--- src/rtl/vga_pkg.sv ---
`default_nettype none
// +--------------------------------------------------------------------------+
// | Package : vga_pkg                                                        |
// | Purpose : Shared geometry, framebuffer, colour and sprite constants for  |
// |           the VGA sprite compositor and its sub-blocks.                  |
// | Revision: 1.0  initial release                                           |
// +--------------------------------------------------------------------------+
package vga_pkg;

  // Visible raster size.
  localparam int H_ACTIVE = 640;
  localparam int V_ACTIVE = 480;

  // Background framebuffer is 320x240, each texel doubled in both axes.
  localparam int FB_W  = 320;
  localparam int FB_AW = 17;

  // RGB444 packing inside a 12-bit colour word.
  localparam int COLOR_W = 12;
  localparam int CH_W    = 4;
  localparam int R_LSB   = 8;
  localparam int G_LSB   = 4;
  localparam int B_LSB   = 0;

  // Player-car sprite geometry (power-of-two sides).
  localparam int SPR_WIDTH       = 32;
  localparam int SPR_HEIGHT      = 32;
  localparam int SPR_WIDTH_LOG2  = $clog2(SPR_WIDTH);
  localparam int SPR_HEIGHT_LOG2 = $clog2(SPR_HEIGHT);

  // Colour keys.
  localparam logic [COLOR_W-1:0] TRANSPARENT_KEY = 12'hF0F;
  localparam logic [COLOR_W-1:0] OFFROAD_KEY     = 12'h0A0;

endpackage
`default_nettype wire

--- src/rtl/sprite_locator.sv ---
`default_nettype none
// +--------------------------------------------------------------------------+
// | Module  : sprite_locator                                                 |
// | Purpose : Combinational sprite hit test and sprite ROM address for the   |
// |           current pixel; the parent registers both results.              |
// | Ports   : row_i/col_i      current raster position                       |
// |           pos_x_i/pos_y_i  sprite top-left corner                        |
// |           hit_o            pixel lies inside the sprite rectangle        |
// |           spr_addr_o       {row offset, column offset} into sprite ROM   |
// | Revision: 1.0  initial release                                           |
// +--------------------------------------------------------------------------+
module sprite_locator
  import vga_pkg::*;
#(
  parameter int SPR_W = SPR_WIDTH,
  parameter int SPR_H = SPR_HEIGHT
) (
  input  logic [9:0]                               row_i,
  input  logic [9:0]                               col_i,
  input  logic [9:0]                               pos_x_i,
  input  logic [9:0]                               pos_y_i,
  output logic                                     hit_o,
  output logic [$clog2(SPR_W)+$clog2(SPR_H)-1:0]   spr_addr_o
);

  localparam int AW_X = $clog2(SPR_W);
  localparam int AW_Y = $clog2(SPR_H);

  // One extra bit so pos + size never wraps: a sprite parked near 1023
  // must not reappear at the left/top edge.
  logic [10:0] col_ext, row_ext, px_ext, py_ext;
  logic [AW_X-1:0] dx;
  logic [AW_Y-1:0] dy;

  assign col_ext = {1'b0, col_i};
  assign row_ext = {1'b0, row_i};
  assign px_ext  = {1'b0, pos_x_i};
  assign py_ext  = {1'b0, pos_y_i};

  assign hit_o = (col_ext >= px_ext) && (col_ext < px_ext + 11'(SPR_W)) &&
                 (row_ext >= py_ext) && (row_ext < py_ext + 11'(SPR_H));

  // Low bits of a difference depend only on low bits of the operands.
  assign dx = col_i[AW_X-1:0] - pos_x_i[AW_X-1:0];
  assign dy = row_i[AW_Y-1:0] - pos_y_i[AW_Y-1:0];

  assign spr_addr_o = {dy, dx};

endmodule
`default_nettype wire

--- src/rtl/vga_sprite_compositor.sv ---
`default_nettype none
// +--------------------------------------------------------------------------+
// | Module  : vga_sprite_compositor                                          |
// | Purpose : 3-stage pixel pipeline: fetches the doubled 320x240 background,|
// |           overlays the car sprite with a transparency key, outputs       |
// |           RGB444 with matching sync delay. Applies CPU position updates  |
// |           at frame boundaries; reports off-road collision per frame and  |
// |           a wrapping frame counter.                                      |
// | Ports   : clock, rst (async, active low)                                 |
// |           pixel_row/pixel_column/video_on/horiz_sync/vert_sync  timing   |
// |           pos_valid/pos_ready/pos_x/pos_y   CPU position handshake       |
// |           bg_addr/bg_data, spr_addr/spr_data  1-cycle-latency memories   |
// |           vga_r/g/b, vga_hs/vga_vs          VGA pins                     |
// |           collision, frame_count            status                       |
// | Revision: 1.0  initial release                                           |
// +--------------------------------------------------------------------------+
module vga_sprite_compositor
  import vga_pkg::*;
#(
  parameter int                 VERT_PIXELS   = V_ACTIVE,
  parameter int                 SPR_W         = SPR_WIDTH,
  parameter int                 SPR_H         = SPR_HEIGHT,
  parameter logic [COLOR_W-1:0] TRANSPARENT   = TRANSPARENT_KEY,
  parameter logic [COLOR_W-1:0] OFFROAD_COLOR = OFFROAD_KEY,
  parameter int                 START_X       = 304,
  parameter int                 START_Y       = 400
) (
  input  logic                                   clock,
  input  logic                                   rst,
  input  logic [9:0]                             pixel_row,
  input  logic [9:0]                             pixel_column,
  input  logic                                   video_on,
  input  logic                                   horiz_sync,
  input  logic                                   vert_sync,
  input  logic                                   pos_valid,
  output logic                                   pos_ready,
  input  logic [9:0]                             pos_x,
  input  logic [9:0]                             pos_y,
  output logic [FB_AW-1:0]                       bg_addr,
  input  logic [COLOR_W-1:0]                     bg_data,
  output logic [$clog2(SPR_W)+$clog2(SPR_H)-1:0] spr_addr,
  input  logic [COLOR_W-1:0]                     spr_data,
  output logic [CH_W-1:0]                        vga_r,
  output logic [CH_W-1:0]                        vga_g,
  output logic [CH_W-1:0]                        vga_b,
  output logic                                   vga_hs,
  output logic                                   vga_vs,
  output logic                                   collision,
  output logic [15:0]                            frame_count
);

  localparam int SPR_AW = $clog2(SPR_W) + $clog2(SPR_H);

  logic                boundary;
  logic                loc_hit;
  logic [SPR_AW-1:0]   loc_spr_addr;
  logic                spr_opaque;
  logic                coll_set;

  logic [FB_AW-1:0]    bg_addr_d, bg_addr_q;
  logic [SPR_AW-1:0]   spr_addr_q;
  logic [1:0]          hit_pipe_q, vid_pipe_q;
  logic [2:0]          hs_pipe_q, vs_pipe_q;
  logic [COLOR_W-1:0]  rgb_d, rgb_q;
  logic [9:0]          act_x_q, act_y_q, pend_x_q, pend_y_q;
  logic                sticky_d, sticky_q;
  logic                collision_q;
  logic [15:0]         frame_count_q;
  logic                ready_en_q;

  sprite_locator #(
    .SPR_W (SPR_W),
    .SPR_H (SPR_H)
  ) u_sprite_locator (
    .row_i      (pixel_row),
    .col_i      (pixel_column),
    .pos_x_i    (act_x_q),
    .pos_y_i    (act_y_q),
    .hit_o      (loc_hit),
    .spr_addr_o (loc_spr_addr)
  );

  always_comb begin
    boundary  = (pixel_row == 10'(VERT_PIXELS)) && (pixel_column == 10'd0);

    // Address is clamped in blanking so the framebuffer never sees an
    // out-of-range index.
    bg_addr_d = '0;
    if (video_on) begin
      bg_addr_d = FB_AW'(pixel_row[9:1]) * FB_AW'(FB_W) + FB_AW'(pixel_column[9:1]);
    end

    spr_opaque = hit_pipe_q[1] && (spr_data != TRANSPARENT);

    rgb_d = '0;
    if (vid_pipe_q[1]) begin
      rgb_d = spr_opaque ? spr_data : bg_data;
    end

    coll_set = vid_pipe_q[1] && spr_opaque && (bg_data == OFFROAD_COLOR);
    // A hit landing on the boundary cycle belongs to the new frame.
    sticky_d = coll_set | (sticky_q & ~boundary);
  end

  always_ff @(posedge clock or negedge rst) begin
    if (!rst) begin
      bg_addr_q     <= '0;
      spr_addr_q    <= '0;
      hit_pipe_q    <= '0;
      vid_pipe_q    <= '0;
      hs_pipe_q     <= '1;
      vs_pipe_q     <= '1;
      rgb_q         <= '0;
      act_x_q       <= 10'(START_X);
      act_y_q       <= 10'(START_Y);
      pend_x_q      <= 10'(START_X);
      pend_y_q      <= 10'(START_Y);
      sticky_q      <= 1'b0;
      collision_q   <= 1'b0;
      frame_count_q <= '0;
      ready_en_q    <= 1'b0;
    end else begin
      bg_addr_q  <= bg_addr_d;
      spr_addr_q <= loc_spr_addr;
      hit_pipe_q <= {hit_pipe_q[0], loc_hit};
      vid_pipe_q <= {vid_pipe_q[0], video_on};
      hs_pipe_q  <= {hs_pipe_q[1:0], horiz_sync};
      vs_pipe_q  <= {vs_pipe_q[1:0], vert_sync};
      rgb_q      <= rgb_d;
      sticky_q   <= sticky_d;
      ready_en_q <= 1'b1;

      if (pos_valid && pos_ready) begin
        pend_x_q <= pos_x;
        pend_y_q <= pos_y;
      end

      if (boundary) begin
        act_x_q       <= pend_x_q;
        act_y_q       <= pend_y_q;
        collision_q   <= sticky_q;
        frame_count_q <= frame_count_q + 16'd1;
      end
    end
  end

  // Refusing writes on the boundary cycle keeps the pending->active copy
  // from racing a new CPU write.
  assign pos_ready   = ready_en_q & ~boundary;

  assign bg_addr     = bg_addr_q;
  assign spr_addr    = spr_addr_q;
  assign vga_r       = rgb_q[R_LSB+CH_W-1:R_LSB];
  assign vga_g       = rgb_q[G_LSB+CH_W-1:G_LSB];
  assign vga_b       = rgb_q[B_LSB+CH_W-1:B_LSB];
  assign vga_hs      = hs_pipe_q[2];
  assign vga_vs      = vs_pipe_q[2];
  assign collision   = collision_q;
  assign frame_count = frame_count_q;

endmodule
`default_nettype wire

--- config.mk ---
export PLATFORM = sky130hd
export DESIGN_NAME = vga_sprite_compositor
export DESIGN_NICKNAME = d
export VERILOG_FILES = /design/src/rtl/vga_pkg.sv /design/src/rtl/sprite_locator.sv /design/src/rtl/vga_sprite_compositor.sv
export SDC_FILE = /design/constraint.sdc
export NUM_CORES = 1
export LEC_CHECK = 0
export CORE_MARGIN = 3
export CORE_UTILIZATION = 51
export DETAILED_ROUTE_END_ITERATION = 16
export GPL_ROUTABILITY_DRIVEN = 1
export PLACE_DENSITY_LB_ADDON = 0.25
export RECOVER_POWER = 25
export SKIP_CTS_REPAIR_TIMING = 1
export SLEW_MARGIN = 20
export SYNTH_ARGS = -nofsm -noshare
export SYNTH_HDL_FRONTEND = slang
export SYNTH_SLANG_ARGS = --single-unit
--- constraint.sdc ---
create_clock -name clock -period 2.9 [get_ports clock]
set_clock_uncertainty 0.2 [all_clocks]
set_input_delay 0.58 -clock clock [delete_from_list [all_inputs] [get_ports clock]]
set_output_delay 0.58 -clock clock [all_outputs]
set_load 0.1 [all_outputs]
==> results_dict.tcl <==
set metrics [dict create \
    fmax_mhz 354 \
    ir_drop_mv 0.355 \
    grt_pass1_wl_microns 22100 \
    cts_buffers 9 \
    wl_microns 13000 \
    syn_inst 492 \
    grt_antenna_before_repair 0 \
    htree_levels 3 \
    die_x_microns 111 \
    tightestPinTransition_ns 1.10 \
    sw_frac_of_total_pct 34.2 \
    ctsLongestPathBuffers 2 \
    muxShareOfSynthArea_pct 6.41 \
    cp-start-kind "input port" \
    drv_cap 0 \
    worstSetupPathType "input port to output pin" \
    drt-initial-drc-count 168 \
    p_comb_share_pct 29.5 \
    postLayoutCellArea_sq_mm 0.00774 \
    antenna-diode-count 0 \
    hold_violations 0 \
    wire_per_inst_microns 15.9 \
    grt.total_usage_pct 21.8 \
    rsz0062_at_grt "no" \
    initial_core_util_pct 53.5 \
    synth.area.top_cells "dfrtp_1 (40%), ha_1 (11%), dfstp_2 (8.4%)" \
    dp_hpwl_microns 10500 \
    path_cells "clkdlybuf4s50_1 > nor4_2 > buf_4 > nand4_4 > and2_4 > buf_12" \
    grt_max_degree 47 \
    syn_area_sq_mm 0.00562 \
    synthAdderAreaFrac_pct 12.6 \
    drive_gt1_share_pct 26.7 \
    ys_ff_latch 108 \
    grt-ovfl-total 0 \
    cts.sinks 108 \
    powerDensity_mw_per_mm2 459 \
    cp_num_buf_inv 3 \
    slew_violations 0 \
    pwr-share-clk_pct 24.0 \
    hold_path.class "flop to flop" \
    viasPerCell 5.20 \
    outcome "finished, final reports clean" \
    reg2reg_slack_ns 0.43 \
    avgSynthCellArea_sq_um 11.4 \
    rows 37 \
    slew_headroom_pct 26.5 \
    synth-simple-area-share_pct 13.3 \
    place_area_sq_mm 0.00734 \
    dp_slack_ns -0.603 \
    syn_nets 616 \
    cp.arrival_ns 2.04 \
    p_int_uw 2340 \
    ios 129 \
    layout_setup_ws_ns 0.0752 \
    layout_min_cycle_time_ns 2.82 \
    yosys.area.top_type_share_pct 40.1 \
    grt_pass1_vias 4595 \
    core_area_sq_mm 0.0105 \
    synth-compound-area-share_pct 9.42 \
    cp_slowest_cell "clkdlybuf4s50_1" \
    finalCritPeriodShare_pct 97.4 \
    gp_congestion 0.899 \
    syn_to_final_growth_pct 37.7 \
    ant_nets 0 \
    finalSetupViolCount 0 \
    ys.flop_type "dfrtp_1" \
    first_pass_iters 4 \
    cts_tree "built" \
    synth_seq_area_share_pct 48.5 \
    synth_top_family_by_area "simple AND/OR/NAND/NOR gates" \
    cpPeakStageDelay_ns 0.52 \
    synthXorXnorAreaFrac_pct 6.01 \
    synthArstFlopShare_pct 100 \
    power_switching_uw 1210 \
    clkTransAtPathRegs_ns 0.09 \
    dieArea_sq_mm 0.0123 \
    cts_root_buf "clkbuf_8" \
    p_leak_uw 0.00391 \
    final.setup.tns_ns 0 \
    synth.distinct_cells 64 \
    endpoint_kind "output pin" \
    critPathMaxFanout 4 \
    vias 4268 \
    yosys_warnings 0 \
    fin_nets 804 \
    die_h_microns 111 \
    required_ns 2.12 \
    crit_family "buffers and inverters" \
    drc 0 \
    power_frac_seq_pct 46.6 \
    synth_area_leader_cell "dfrtp_1" \
    clock_latency_ns 0.36 \
    synth-edff-count 0 \
    numPortBuffers 128 \
]
[per-layer routing]
metal,wire length [microns],track usage [%],vias to the layer above
met4,252,6.81,0
li1,-,-,2089
met5,0,0,-
met1,5720,27.5,2035
met3,658,4.53,17
met2,6410,37.8,127
[cells in the mapped netlist, types with 2 or more instances]
| master | instances |
|---|---|
| a21o_1 | 7 |
| buf_2 | 3 |
| a21oi_1 | 13 |
| and2_1 | 16 |
| nor3_1 | 5 |
| xnor2_1 | 26 |
| mux2_1 | 20 |
| nand3_1 | 12 |
| and4_1 | 2 |
| nor4_1 | 3 |
| nand2b_1 | 3 |
| o221ai_1 | 2 |
| o21ai_0 | 28 |
| o211ai_1 | 3 |
| clkbuf_1 | 4 |
| buf_6 | 2 |
| nor4b_1 | 2 |
| nand4b_1 | 3 |
| nor2b_1 | 11 |
| and3_1 | 6 |
| mux2i_1 | 9 |
| ha_1 | 50 |
| a211oi_1 | 3 |
| o2111ai_1 | 3 |
| o211a_1 | 2 |
| nand2_1 | 35 |
| a21boi_0 | 4 |
| inv_1 | 39 |
| nand4_1 | 5 |
| fa_1 | 4 |
| o21a_1 | 5 |
| xor2_1 | 10 |
| a31oi_1 | 3 |
| nor2_1 | 10 |
| dfrtp_1 | 90 |
| mux2_2 | 4 |
| dfstp_2 | 18 |
[state kept, by name, summed over array words and instances (netlist names)]
name         count
rgb_q           12
act_y_q         10
spr_addr        10
hs_pipe_q        3
vid_pipe_q       2
pend_x_q        10
sticky_q         1
frame_count     16
act_x_q         10
hit_pipe_q       2
pend_y_q        10
collision        1
bg_addr         17
vs_pipe_q        3
ready_en_q       1
[power groups by stage]
stage / registers (uW) / clock network [uW] / logic (uW)
2_1_floorplan: 2030 / 0 / 270
3_3_place_gp: 1680 / 0 / 987
3_5_place_dp: 1680 / 0 / 1000
4_1_cts: 1650 / 880 / 1010
5_1_grt: 1670 / 957 / 1110
6_report: 1650 / 850 / 1050
[cells by family after synthesis]
| family | count (synthesis) |
|---|---|
| and+or+nand+nor | 128 |
| DFF | 108 |
| AOI/OAI and AO/OA | 82 |
| adders and majority gates | 54 |
| buffers and inverters | 49 |
| xor gates and xnor gates | 37 |
| muxes | 33 |
| other | 1 |
[layout make-up]
class / instances / area (sq um)
clock buffer: 10 / 128
clock inverter: 6 / 55.1
fill: 723 / 2770
inverter: 39 / 146
multi-input combinational: 335 / 2870
sequential: 108 / 2730
tap: 136 / 170
timing repair buffer: 187 / 1640
[cells in the final DEF (no fill, tap or decap), types with 9 or more instances in the layout]
cell type        instances
o21ai_0                 27
a21oi_1                 13
xor2_1                   9
xnor2_1                 26
ha_1                    42
dfrtp_1                 90
dfstp_2                 18
buf_4                  113
clkbuf_8                 9
inv_1                   39
nand3_1                 12
nor2b_1                 11
mux2_1                  20
nand2_1                 35
mux2i_1                  9
and2_1                  14
clkdlybuf4s50_1         50
dlymetal6s2s_1          14
nor2_1                  10
[path summary, 6_finish.rpt]
path                                 startpoint             to  cells past startpoint
max in group asynchronous                   rst    pend_x_q[7]                      3
min in group asynchronous                   rst      rgb_q[11]                      2
worst max register to register       act_x_q[5]  hit_pipe_q[0]                      9
worst max-delay path            pixel_column[6]      pos_ready                      6
worst min-delay path              hit_pipe_q[0]  hit_pipe_q[1]                      0
worst min register to register    hit_pipe_q[0]  hit_pipe_q[1]                      0
[per-stage QoR]
stage | utilization (%) | total power (uW) | std cells | hold WS (ns)
final | 73.6 | 3550 | 821 | 0.156
after CTS | 71.6 | 3540 | 818 | -0.0638
after global placement | 69.8 | 2670 | 802 | 0.132
after floorplan | - | 2300 | 492 | 0.0844
after detailed placement | 69.8 | 2690 | 802 | 0.135
after global routing | 73.6 | 3740 | 821 | 0.162
[worst register-to-register path, stage by stage, from the launching register on]
cell and delay [ns]:
dfstp_2 0.57, ha_1 0.18, nand3_1 0.11, xnor2_1 0.15
ha_1 0.31, a21oi_1 0.16, a31oi_1 0.07, nor3_1 0.16
o311ai_0 0.15, a221oi_1 0.30
No activity file was read; power rests on OpenSTA's default activity.
==> edit 1: new RTL, config.mk and constraints unchanged <==
`spr_addr_q` no longer has a reset.
--- a/src/rtl/vga_sprite_compositor.sv
+++ b/src/rtl/vga_sprite_compositor.sv
@@ -105,7 +105,6 @@
   always_ff @(posedge clock or negedge rst) begin
     if (!rst) begin
       bg_addr_q     <= '0;
-      spr_addr_q    <= '0;
       hit_pipe_q    <= '0;
       vid_pipe_q    <= '0;
       hs_pipe_q     <= '1;
@@ -121,7 +120,6 @@
       ready_en_q    <= 1'b0;
     end else begin
       bg_addr_q  <= bg_addr_d;
-      spr_addr_q <= loc_spr_addr;
       hit_pipe_q <= {hit_pipe_q[0], loc_hit};
       vid_pipe_q <= {vid_pipe_q[0], video_on};
       hs_pipe_q  <= {hs_pipe_q[1:0], horiz_sync};
@@ -144,6 +142,10 @@
     end
   end
 
+  always_ff @(posedge clock) begin
+    spr_addr_q <= loc_spr_addr;
+  end
+
   // Refusing writes on the boundary cycle keeps the pending->active copy
   // from racing a new CPU write.
   assign pos_ready   = ready_en_q & ~boundary;
Function: changed (a bounded check fails within 4 cycles, from zero or initial values and one cycle with rst low).
==> edit 1 against the original RTL <==
  * The flow now finishes with violations (negative setup slack)
  * Synthesized area shrank 0.89%
  * Synthesized cell count stayed put
  * Routed wire length is 2.0% lower
  * First-iteration DRC count up 20%
  * Die area decreased by 0.85%
  * Count of clock-buffer cells in the layout did not move
  * Via count down 0.16%
  * Final area down 2.0%
  * Power down 1.1%
  * Register-to-register slack about the same
  * Sequential cell count unchanged
  * Sequential power is essentially flat
  * Worst setup slack lost 86 ps
  * Critical path type is now input pin to flip-flop
  * Highest routed layer unchanged
==> edit 1: results (changes against the original RTL) <==
| Metric | Value |
|---|---|
| Vias in the first global route | `4,422 (-3.8%)` |
| Reg2reg start | `act_x_q[5]$_DFFE_PN1P_` |
| Failing checks | `negative setup slack` |
| HPWL after detailed placement | `10.1 mm (-3.7%)` |
| Met1 usage | `0.280 (+0.00586)` |
| Post-synth top cells | `80 x dfrtp_1, 50 x ha_1, 39 x inv_1` |
| Clock insertion delay at the later pin of the skew report | `~370 ps` |
| Asr flop ratio synth | `0.907 (-0.0926)` |
| Met3 Track Usage GR | `0.0384 (-0.00695)` |
| DRT Pass-1 Iters | `6 (+2)` |
| DP Worst Slack | `-595 ps (+7.37 ps)` |
| Vias/cell | `5.20 (about the same)` |
| Filler Cell Count | `771 (+6.6%)` |
| Cells after DPL | `803 (+0.12%)` |
| Worst Hold Launch | `hs_pipe_q[1]$_DFF_PN1_` |
| Register area | `2680 um^2 (-1.8%)` |
| Post-synthesis cell type count | `65 (+1.6%)` |
| First-pass GRT wire length | `21.3 mm (-3.4%)` |
| Critical Path Start | `pixel_row[6]` |
| Largest net degree at the start of global routing | `49 (+4.3%)` |
| Cell count after synthesis | `492 (unchanged)` |
| Buffers excl. clock | `186 (-0.53%)` |
| Initial antenna violation count | `0 (unchanged)` |
| Dpl cell area | `7300 um^2 (-0.58%)` |
| CTS Buf Count | `9 (unchanged)` |
| Main synth FF type | `dfrtp_1` |
| Initial DRC count | `201 (+20%)` |
| Post-Layout Inst Area | `7580 um^2 (-2.0%)` |
| Die ar. | `12,200 um^2 (-0.85%)` |
| Worst EP arrival | `2990 ps (+950 ps)` |
| NonClk Buf Share | `0.212 (about the same)` |
| Share of post-route cells with drive strength above 1 | `0.260 (-0.00692)` |
| GRT Resource Usage Total | `0.214 (-0.00484)` |
| Final setup viols | `1 (+1)` |
| Ranking of synthesized cells by area | `dfrtp_1 36%, ha_1 11%, dfstp_2 8.5%` |
| Final cell count without fillers | `820 (-0.12%)` |
| M2 GR Usage | `0.356 (-0.0218)` |
| Count of multi-input gates | `335 (unchanged)` |
| # diodes | `0 (unchanged)` |
| Multi-input combinational area share | `0.370 (-0.000779)` |
| WL final | `12.8 mm (-2.0%)` |
| Setup tns final | `-11.2 ps (-11.2 ps)` |
| Largest fanout on the critical path | `5 (+1)` |
| Status | `finished, violations left` |
| Clock-cell share | `0.0231 (-0.000515)` |
| Cell leakage power | `3.81 nW (-2.4%)` |
| IR drop worst, VDD | `0.000344 V (-3.1%)` |
| Max reg flops | `17 (unchanged)` |
| Worst rel slew slack | `0.196 (-0.0692)` |
| Worst-path clk slew | `100 ps` |
| Root Buffer | `clkbuf_8` |
| Seq Cell Count | `108 (unchanged)` |
| Final RePlAce weighted congestion | `0.897 (-0.14%)` |
| Final setup margin | `-11.2 ps (-86.4 ps)` |
| Sequential-to-total area share from yosys stat | `0.480 (-0.00463)` |
## edit 1: changes by cell type in the layout (fill, tap and decap cells not counted), sizes merged, moves of 2 or more
cell and change:
dlygate4sd3 -2, dfxtp +10, dfrtp -10, clkdlybuf4s50 +6
dlymetal6s2s -5
## edit 1: path summary, 6_finish.rpt
| kind | to | slack [ps] | cells past startpoint |
|---|---|---|---|
| setup reg to reg | hit_pipe_q[0]$_DFF_PN0_ | 430 | 9 |
| setup / recovery | bg_addr[16]$_DFF_PN0_ | -10 | 9 |
| max in group asynchronous | pend_y_q[9]$_DFFE_PN0P_ | 940 | 2 |
| hold reg to reg | hs_pipe_q[2]$_DFF_PN1_ | 160 | 0 |
| min in group asynchronous | bg_addr[14]$_DFF_PN0_ | 240 | 1 |
| hold / removal | hs_pipe_q[2]$_DFF_PN1_ | 160 | 0 |
## edit 1: metal layers
metal / wire [um] / part of all wire
met4: 164 / 0.013
met2: 6200 / 0.49
met3: 611 / 0.048
met5: 0 / 0
met1: 5800 / 0.45
## edit 1: cells by family (layout without fill, tap and decap cells)
family | after synthesis | after routing | share of synthesized area
simple gates | 128 | 128 | 0.135
flops | 108 | 108 | 0.480
compound gates | 82 | 82 | 0.0951
fa+ha+maj | 54 | 54 | 0.127
buf+inv | 49 | 241 | 0.0371
xor+xnor | 37 | 37 | 0.0607
mux | 33 | 33 | 0.0647
other cells | 1 | 1 | 0.000674
## edit 1: worst max-delay path: stages
cell and delay, ps:
clkdlybuf4s50_1 530, ha_1 290, ha_4 300, a211oi_4 80
or4b_4 520, o2111ai_2 110, and4_1 220, xnor3_1 200
and2_1 160
## edit 1: power by group
part	leakage [nW]	internal [mW]	switching (mW)
sequential	1.25	1.61	0.0395
combinational	2.48	0.384	0.641
clock	0.0808	0.320	0.519
total	3.81	2.31	1.20
==> edit 2: new RTL, same settings <==
Made on the original files. Change the package constant `FB_AW` from 17 to 34.
--- a/src/rtl/vga_pkg.sv
+++ b/src/rtl/vga_pkg.sv
@@ -13,7 +13,7 @@
 
   // Background framebuffer is 320x240, each texel doubled in both axes.
   localparam int FB_W  = 320;
-  localparam int FB_AW = 17;
+  localparam int FB_AW = 34;
 
   // RGB444 packing inside a 12-bit colour word.
   localparam int COLOR_W = 12;
Ports: changed (resized bg_addr); port bits go from 129 to 146. The function was not compared with the original's and may differ.
==> edit 2 against the original RTL <==
  * The flow now finishes with violations (max-capacitance violations, max-slew violations)
  * Sequential share of layout area grew 1.3 points
  * Sequential cell count increased by 2
  * Worst setup slack worse by 28 ps
  * Count of clock-buffer cells in the layout unchanged
  * Routed wire length down 3.1%
  * Non-clock buffer count decreased by 9
  * Synthesized area rose by 1.2%
  * Final area fell by 1.7%
  * Power grew 3.1%
  * Utilization is 1.9 points lower
  * First-iteration DRC count grew 28%
  * Final cell count increased by 1.3%
==> edit 2: results (changes against the original RTL) <==
| Metric | Value |
|---|---|
| YS warnings | `0 (unchanged)` |
| Cell leakage power | `3.77 nW (-3.7%)` |
| Final RePlAce weighted congestion | `0.941 (+4.8%)` |
| Filler Cell Count | `772 (+6.8%)` |
| Vias/cell | `5.17 (-0.54%)` |
| Post-synth top cells | `92 x dfrtp_1, 50 x ha_1, 42 x nand2_1` |
| Worst Hold Launch | `vid_pipe_q[0]$_DFF_PN0_` |
| Worst-path clk slew | `90 ps (about the same)` |
| Final setup viols | `0 (unchanged)` |
| Max Cap Viol | `1 (+1)` |
| Hold Path Cell Cnt | `0 (unchanged)` |
| HPWL after detailed placement | `9.82 mm (-6.2%)` |
| Clock insertion delay at the later pin of the skew report | `380 ps (+20 ps)` |
| Status | `finished, violations left` |
| First-pass GRT wire length | `20.9 mm (-5.2%)` |
| Worst-margin pin slew | `1720 ps (+614 ps)` |
| Asr flop ratio synth | `1.00 (unchanged)` |
| Buffers on Ports | `130 (+1.6%)` |
| Sequential-to-total area share from yosys stat | `0.488 (+0.00304)` |
| Htree depth | `3 (unchanged)` |
| Hold Crit Class | `flip-flop to flip-flop` |
| Share of post-route cells with drive strength above 1 | `0.266 (-0.00135)` |
| DRT Pass-1 Iters | `4 (unchanged)` |
| Final #Nets | `815 (+1.4%)` |
| Post-synthesis cell type count | `54 (-16%)` |
| Root Buffer | `clkbuf_8` |
| R2r setup slk | `600 ps (+170 ps)` |
| GRT Resource Usage Total | `0.206 (-0.0124)` |
| CTS Buf Count | `9 (unchanged)` |
| Max reg flops | `19 (+2)` |
| Hold Path End | `vid_pipe_q[1]$_DFF_PN0_` |
| Largest net degree at the start of global routing | `81 (+72%)` |
| Max-slew violations | `31 (+31)` |
| Initial DRC count | `215 (+28%)` |
| Register-to-Register Path Depth | `8 (-1)` |
| Largest fanout on the critical path | `3 (-1)` |
| Reg power frac | `0.459 (-0.007)` |
| WL final | `12.6 mm (-3.1%)` |
| Reg2reg start | `act_x_q[5]$_DFFE_PN1P_` |
| Vias in the first global route | `4,320 (-6.0%)` |
| Int Power | `2.34 mW (+0.23%)` |
| # diodes | `0 (unchanged)` |
| Worst EP arrival | `2070 ps (+30 ps)` |
| R2R Path End | `hit_pipe_q[0]$_DFF_PN0_` |
| Failing checks | `max-capacitance violations, max-slew violations` |
| Initial antenna violation count | `0 (unchanged)` |
| Clk buf depth | `2 (unchanged)` |
| IR drop worst, VDD | `0.000297 V (-16%)` |
| Ranking of synthesized cells by area | `dfrtp_1 40%, ha_1 11%, dfstp_2 8.3%` |
-- edit 2: logic make-up (layout without fill, tap and decap cells) --
kind of cell    after synthesis  in the layout  share of synthesized area
compound gates               75             75                     0.0799
xor+xnor                     38             38                     0.0585
fa+ha+maj                    54             54                      0.124
buf+inv                      62            229                     0.0546
flops                       110            110                      0.488
mux                          34             34                     0.0651
other cells                   2             17                    0.00132
simple gates                139            139                      0.128
-- edit 2: routing by layer --
| metal | GRT usage | wire (um) |
|---|---|---|
| met5 | 0 | 0 |
| met1 | 0.268 | 5530 |
| met2 | 0.347 | 6060 |
| met3 | 0.0516 | 829 |
| met4 | 0.0527 | 213 |
-- edit 2: area by class of cell --
cell class | count | area share
Multi-Input combinational cell | 357 | 0.365
Tap cell | 136 | 0.0224
Inverter | 35 | 0.0173
Clock inverter | 6 | 0.00756
Sequential cell | 110 | 0.365
Clock buffer | 10 | 0.0168
Timing Repair Buffer | 178 | 0.206
-- edit 2: worst max-delay path: stages --
cell and delay, ps:
clkdlybuf4s50_1 490, buf_4 200, nor4_4 260, nand3_4 130, nor2_4 180, nor2b_4 70
buf_12 160
-- edit 2: metrics by stage --
| step | power, mW | hold slack (ps) | cell area [um^2] | std cells | setup slack, ps |
|---|---|---|---|---|---|
| finish | 3.66 | 162 | 7610 | 832 | 47.1 |
| global route | 3.84 | 168 | 7610 | 832 | -39.1 |
| CTS | 3.66 | -81.0 | 7440 | 829 | -215 |
| detailed placement | 2.78 | 143 | 7260 | 813 | -427 |
| global placement | 2.76 | 133 | 7260 | 813 | -318 |
| floorplan | 2.43 | 84.4 | 5740 | 529 | 202 |
-- edit 2: how the worst max path moves through the flow --
stage / end / cells past startpoint / slack (ps) / startpoint
final: pos_ready / 7 / 50 / pixel_row[3]
after CTS: pos_ready / 8 / -220 / pixel_row[2]
after detailed placement: bg_addr[17]$_DFF_PN0_ / 10 / -430 / pixel_row[2]
after global routing: bg_addr[17]$_DFF_PN0_ / 10 / -40 / pixel_row[3]
after floorplan: pend_y_q[9]$_DFFE_PN0P_ / 7 / 200 / pixel_row[5]
after global placement: bg_addr[17]$_DFF_PN0_ / 10 / -320 / pixel_row[2]
-- edit 2: power by group through the flow --
stage                     clock network, mW  registers, mW  logic [mW]
after floorplan                           0           2.07       0.358
after global placement                    0           1.70        1.05
after detailed placement                  0           1.71        1.07
after CTS                             0.903           1.68        1.08
after global routing                  0.982           1.69        1.17
final                                 0.878           1.68        1.10
